[src/rtl/fpaccum_pkg.sv]
// Shared types and sizing helpers for the fixed-point window accumulator.
//   state_e   : accumulator FSM states (ACCUM collects products, DONE presents the sum)
//   acc_width : internal accumulator width for an n-bit input summed LEN times
//   cnt_width : product counter width (at least one bit, even for LEN=1)
package fpaccum_pkg;

  typedef enum logic {
    ACCUM = 1'b0,
    DONE  = 1'b1
  } state_e;

  function automatic int unsigned acc_width(input int unsigned n, input int unsigned len);
    return n + $clog2(len) + 1;
  endfunction

  function automatic int unsigned cnt_width(input int unsigned len);
    return (len > 1) ? $clog2(len) : 1;
  endfunction

endpackage

[src/rtl/fpaccum_sat.sv]
// Clamps a wide accumulator value into the n-bit output range and flags clamping.
// Only instantiated when FPACCUM_SATURATE_EN is defined.
// Ports:
//   i_acc [W-1:0] : full-width window sum
//   o_msg [n-1:0] : clamped result (combinational)
//   o_sat         : 1 when o_msg differs from the true sum because of clamping
module fpaccum_sat
  import fpaccum_pkg::*;
#(
  parameter int unsigned W    = 35,
  parameter int unsigned n    = 32,
  parameter int unsigned sign = 1
) (
  input  logic [W-1:0] i_acc,
  output logic [n-1:0] o_msg,
  output logic         o_sat
);

  localparam int unsigned HW = W - n + 1;

  always_comb begin
    o_msg = i_acc[n-1:0];
    o_sat = 1'b0;
    if (sign != 0) begin
      // Signed fits only if every bit from n-1 upward copies the sign bit.
      if (i_acc[W-1:n-1] != {HW{i_acc[W-1]}}) begin
        o_sat = 1'b1;
        o_msg = i_acc[W-1] ? {1'b1, {(n-1){1'b0}}} : {1'b0, {(n-1){1'b1}}};
      end
    end else begin
      // Zero-extended sums never go negative; only the upper limit can be exceeded.
      if (|i_acc[W-1:n]) begin
        o_sat = 1'b1;
        o_msg = '1;
      end
    end
  end

endmodule

[src/rtl/fpaccum_window.sv]
// Sums LEN consecutive fixed-point products from a val/rdy stream and emits one n-bit
// result per window on a second val/rdy port. Optional clamping via FPACCUM_SATURATE_EN;
// without it the result wraps (low n bits of the sum) and sat stays 0.
// Ports:
//   clk, reset          : clock, synchronous active-high reset
//   recv_val/rdy/msg    : product input handshake and data (n bits)
//   send_val/rdy/msg    : window sum output handshake and data (n bits)
//   sat                 : send_msg was clamped (valid with send_val)
module fpaccum_window
  import fpaccum_pkg::*;
#(
  parameter int unsigned n    = 32,
  parameter int unsigned d    = 16,
  parameter int unsigned sign = 1,
  parameter int unsigned LEN  = 4
) (
  input  logic         clk,
  input  logic         reset,
  input  logic         recv_val,
  output logic         recv_rdy,
  input  logic [n-1:0] recv_msg,
  output logic         send_val,
  input  logic         send_rdy,
  output logic [n-1:0] send_msg,
  output logic         sat
);

  localparam int unsigned W  = acc_width(n, LEN);
  localparam int unsigned CW = cnt_width(LEN);
  localparam logic [CW-1:0] LAST = CW'(LEN - 1);

  // Reject configurations the datapath cannot represent.
  if (LEN < 1 || LEN > 65536 || d > n) begin : g_param_err
    $error("fpaccum_window: illegal parameter combination");
  end

  state_e          r_state;
  logic [W-1:0]    r_acc;
  logic [CW-1:0]   r_count;
  logic            r_recv_rdy;
  logic            r_send_val;
  logic [n-1:0]    r_send_msg;
  logic            r_sat;

  logic [W-1:0]    w_ext;
  logic [W-1:0]    w_sum;
  logic [n-1:0]    w_msg;
  logic            w_sat;
  logic            w_recv_fire;

  // Widen the incoming product to the accumulator width.
  assign w_ext = (sign != 0) ? {{(W-n){recv_msg[n-1]}}, recv_msg}
                             : {{(W-n){1'b0}}, recv_msg};
  assign w_sum       = r_acc + w_ext;
  assign w_recv_fire = recv_val & r_recv_rdy;

`ifdef FPACCUM_SATURATE_EN
  fpaccum_sat #(
    .W    (W),
    .n    (n),
    .sign (sign)
  ) u_sat (
    .i_acc (w_sum),
    .o_msg (w_msg),
    .o_sat (w_sat)
  );
`else
  assign w_msg = w_sum[n-1:0];
  assign w_sat = 1'b0;
`endif

  // FSM, counter, accumulator and registered handshake outputs.
  always_ff @(posedge clk) begin
    if (reset) begin
      r_state    <= ACCUM;
      r_acc      <= '0;
      r_count    <= '0;
      r_recv_rdy <= 1'b1;
      r_send_val <= 1'b0;
      r_send_msg <= '0;
      r_sat      <= 1'b0;
    end else begin
      case (r_state)
        ACCUM: begin
          if (w_recv_fire) begin
            if (r_count == LAST) begin
              // Final product: capture result and restart the window in one edge.
              r_send_msg <= w_msg;
              r_sat      <= w_sat;
              r_acc      <= '0;
              r_count    <= '0;
              r_recv_rdy <= 1'b0;
              r_send_val <= 1'b1;
              r_state    <= DONE;
            end else begin
              r_acc   <= w_sum;
              r_count <= r_count + CW'(1);
            end
          end
        end
        DONE: begin
          if (send_rdy) begin
            r_recv_rdy <= 1'b1;
            r_send_val <= 1'b0;
            r_state    <= ACCUM;
          end
        end
        default: begin
          r_recv_rdy <= 1'b1;
          r_send_val <= 1'b0;
          r_state    <= ACCUM;
        end
      endcase
    end
  end

  assign recv_rdy = r_recv_rdy;
  assign send_val = r_send_val;
  assign send_msg = r_send_msg;
  assign sat      = r_sat;

endmodule

[config.mk]
export PLATFORM = sky130hd
export DESIGN_NAME = fpaccum_window
export DESIGN_NICKNAME = d
export VERILOG_FILES = /design/src/rtl/fpaccum_pkg.sv /design/src/rtl/fpaccum_sat.sv /design/src/rtl/fpaccum_window.sv
export SDC_FILE = /design/constraint.sdc
export NUM_CORES = 1
export LEC_CHECK = 0
export CAP_MARGIN = 20
export CORE_UTILIZATION = 55
export DETAILED_ROUTE_END_ITERATION = 12
export GPL_TIMING_DRIVEN = 0
export MAX_ROUTING_LAYER = met4
export PLACE_DENSITY = 0.83
export SLEW_MARGIN = 20
export SYNTH_ARGS = -nofsm -noshare
export SYNTH_HDL_FRONTEND = slang
export SYNTH_SLANG_ARGS = --single-unit
export TNS_END_PERCENT = 20
[constraint.sdc]
create_clock -name clk -period 3.95 [get_ports clk]
set_input_delay 0.5925 -clock clk [delete_from_list [all_inputs] [get_ports clk]]
set_output_delay 0.5925 -clock clk [all_outputs]
set_load 0.01 [all_outputs]
==> flow_summary.yaml <==
sta:
  period_needed_ns: 3.39
  hold_violations: 0
  grt_setup_unrepaired: "no"
  period_share: 0.858
  max_freq_mhz: 295
  max_slew.worst_pin.slew_ns: 0.717
  relSlewSlack: 0.519
  setup_viol: 0
  slew_viol_final: 0
  setup-tns-final_ns: 0
  skew_ns: 0.00885
detailed_routing:
  drt_first_pass_iters: 5
  drc_errors: 0
  postRouteAntennaNets: 0
  via_count: 3895
  wl_per_cell_um: 16.1
  routed_wl_mm: 10.7
  viasPerCell: 5.86
  drtIter0Drc: 271
placed_design:
  port_buffers: 68
  dpl.cell_count: 649
  dpl_cell_area_um2: 4820
  hpwl_mm: 8.09
  routabilityCongestion: 0.948
yosys:
  netlist_instances: 485
  synth_ff_type: "dfxtp_1"
  syn_area_um2: 4020
  syn_area_per_cell_um2: 8.28
  synth_edf_count: 0
  ys_ff_latch: 69
  synth_nets: 554
  synth.distinct_cells: 59
  yosysWarnings: 0
  seq_area_frac_synth: 0.344
  async_flop_share: 0
critical_path:
  startpoint_type: "input port"
  startpoint: "recv_msg[0]"
  critPathKind: "in2reg"
  cp_max_fo: 4
  arrival_ns: 3.64
  r2r-start: "r_acc[0]"
  ff2ff_setup_slack_ns: 0.93
  end_kind: "flop"
  required_ns: 4.20
power_and_ir_drop:
  peakVddDrop_mv: 0.199
  power_density_nw_per_um2: 414
  power.leakage_uw: 0.00202
  total_power_uw: 2080
global_route:
  grt_antenna_before_repair: 0
  grt_start_max_net_pins: 13
  first_global_vias: 3695
  gr-usage-all-layers: 0.295
  overflow: 0
  grt_first_pass_wirelength_mm: 16.9
run:
  timing.max_cap.violations: 0
cts:
  hold_buffers: 0
  cts_resized: 0
  insertion_delay_ns: 0.35
  cts-root-buf: "clkbuf_8"
  clkTransAtPathRegs_ns: 0.08
  htreeDepth: 3
  cts_tree: "done"
  cts_buffers: 9
  cts_max_path_buffers: 2
  postCtsSetupBuffers: 0
  clkSinkCount: 69
cells_and_area:
  final_cell_count_no_fill: 665
  diodes: 0
  nNetsFinal: 633
  area_growth_pct: 25.3
  layout-drive-gt1-share: 0.0791
  final_cell_area_um2: 5030
floorplanning:
  coreArea_um2: 6910
  fp-row-count: 30
  start_util: 0.582
  die-area_um2: 7650
  die_x_um: 87.5
  die_h_um: 87.5
  io_pins: 71
status:
  status: "finished clean"
worst_hold_path:
  hold_path_class: "reg2reg"
  holdCritStartpoint: "send_msg[3]"
-- cell usage in the layout (no fill, tap or decap), types with 4 or more instances in the layout --
master	n
nand2_1	69
dfxtp_1	69
clkdlybuf4s50_1	68
a21oi_1	66
nor2_1	34
ha_1	32
o21ai_0	18
clkbuf_1	16
xor2_1	15
a21o_1	14
xnor2_1	14
a22oi_1	13
clkbuf_8	11
a211oi_1	10
a22o_1	9
o21ai_1	6
nand4_1	6
inv_1	6
nor2b_1	5
buf_4	4
and3_1	4
nand3_1	4
nor3_1	4
-- worst max-delay path, stage by stage --
cell             delay, ns
clkdlybuf4s50_1       0.41
ha_1                  0.23
fa_1                  0.40
a21o_1                0.21
a221o_1               0.37
a22oi_1               0.30
o21ai_1               0.23
a21oi_1               0.32
a21boi_0              0.17
xnor2_1               0.16
a211oi_1              0.25
-- logic make-up (layout without fill, tap and decap cells) --
kind of cell | count (synthesis) | count (layout) | share of synthesized area
other cells | 1 | 1 | 0.000933
simple gates | 160 | 160 | 0.190
xor+xnor | 29 | 29 | 0.0632
compound gates | 162 | 162 | 0.258
flops | 69 | 69 | 0.344
buf+inv | 30 | 114 | 0.0364
mux | 1 | 1 | 0.00249
fa+ha+maj | 33 | 33 | 0.105
-- routing by layer --
layer  track usage  up-vias  share of wire
met5             -        -              0
met4         0.113        0          0.019
met3        0.0474       22          0.066
met2         0.477      155           0.46
met1         0.369     1821           0.45
li1              -     1897              -
-- final timing paths --
path	end	depth (start not counted)
setup / recovery	send_msg[26]	11
hold / removal	send_msg[3]	2
setup reg to reg	send_msg[26]	10
hold reg to reg	send_msg[3]	2
-- Yosys cell counts, types with 3 or more instances --
master    number  area [um^2]
nor3_1         5         25.0
a21o_1        14          105
o21a_1         3         22.5
o21bai_1       3         22.5
inv_1          6         22.5
nand3_1        4         20.0
nand2_2        3         18.8
and2_1         3         18.8
nand2b_1       3         18.8
a21oi_1       66          330
o21ai_1        6         30.0
a22oi_1       13         97.6
nand2_1       69          259
and3_1         4         25.0
clkbuf_1      16         60.1
nand3b_1       3         22.5
o21ai_0       18         90.1
a22o_1         9         78.8
ha_1          32          400
buf_4          4         30.0
or3_1          3         18.8
a211oi_1      10         75.1
nor2b_1        5         31.3
nor4_1         3         18.8
nand4_1        6         37.5
xnor2_1       14          123
xor2_1        15          131
nor2_1        34          128
dfxtp_1       69         1380
a31oi_1        3         18.8
-- stage by stage --
step	setup slack (ns)	util	hold WS [ns]
floorplan	1.14	-	0.429
global placement	0.312	0.698	0.440
detailed placement	0.275	0.698	0.448
CTS	0.615	0.728	0.459
global route	0.355	0.729	0.477
finish	0.560	0.729	0.456
-- report_power, final --
group	switching [uW]	internal [uW]	total, uW
Combinational	387	301	688
Clock	283	327	610
Sequential	33.5	751	784
Total	703	1380	2080
-- sequential cells by signal, indices dropped and copies added (netlist names) --
signal and cells:
recv_rdy 1, send_val 1, r_count 2, r_state 1, send_msg 32, r_acc 32
-- layout make-up --
class / count / area [um^2]
clock inverter: 5 / 57.6
timing repair buffer: 68 / 681
sequential: 69 / 1380
tap: 96 / 120
inverter: 6 / 22.5
buffer: 24 / 124
fill: 565 / 1870
clock buffer: 11 / 151
multi-input combinational: 386 / 2490
(Power assumes the default switching activity.)
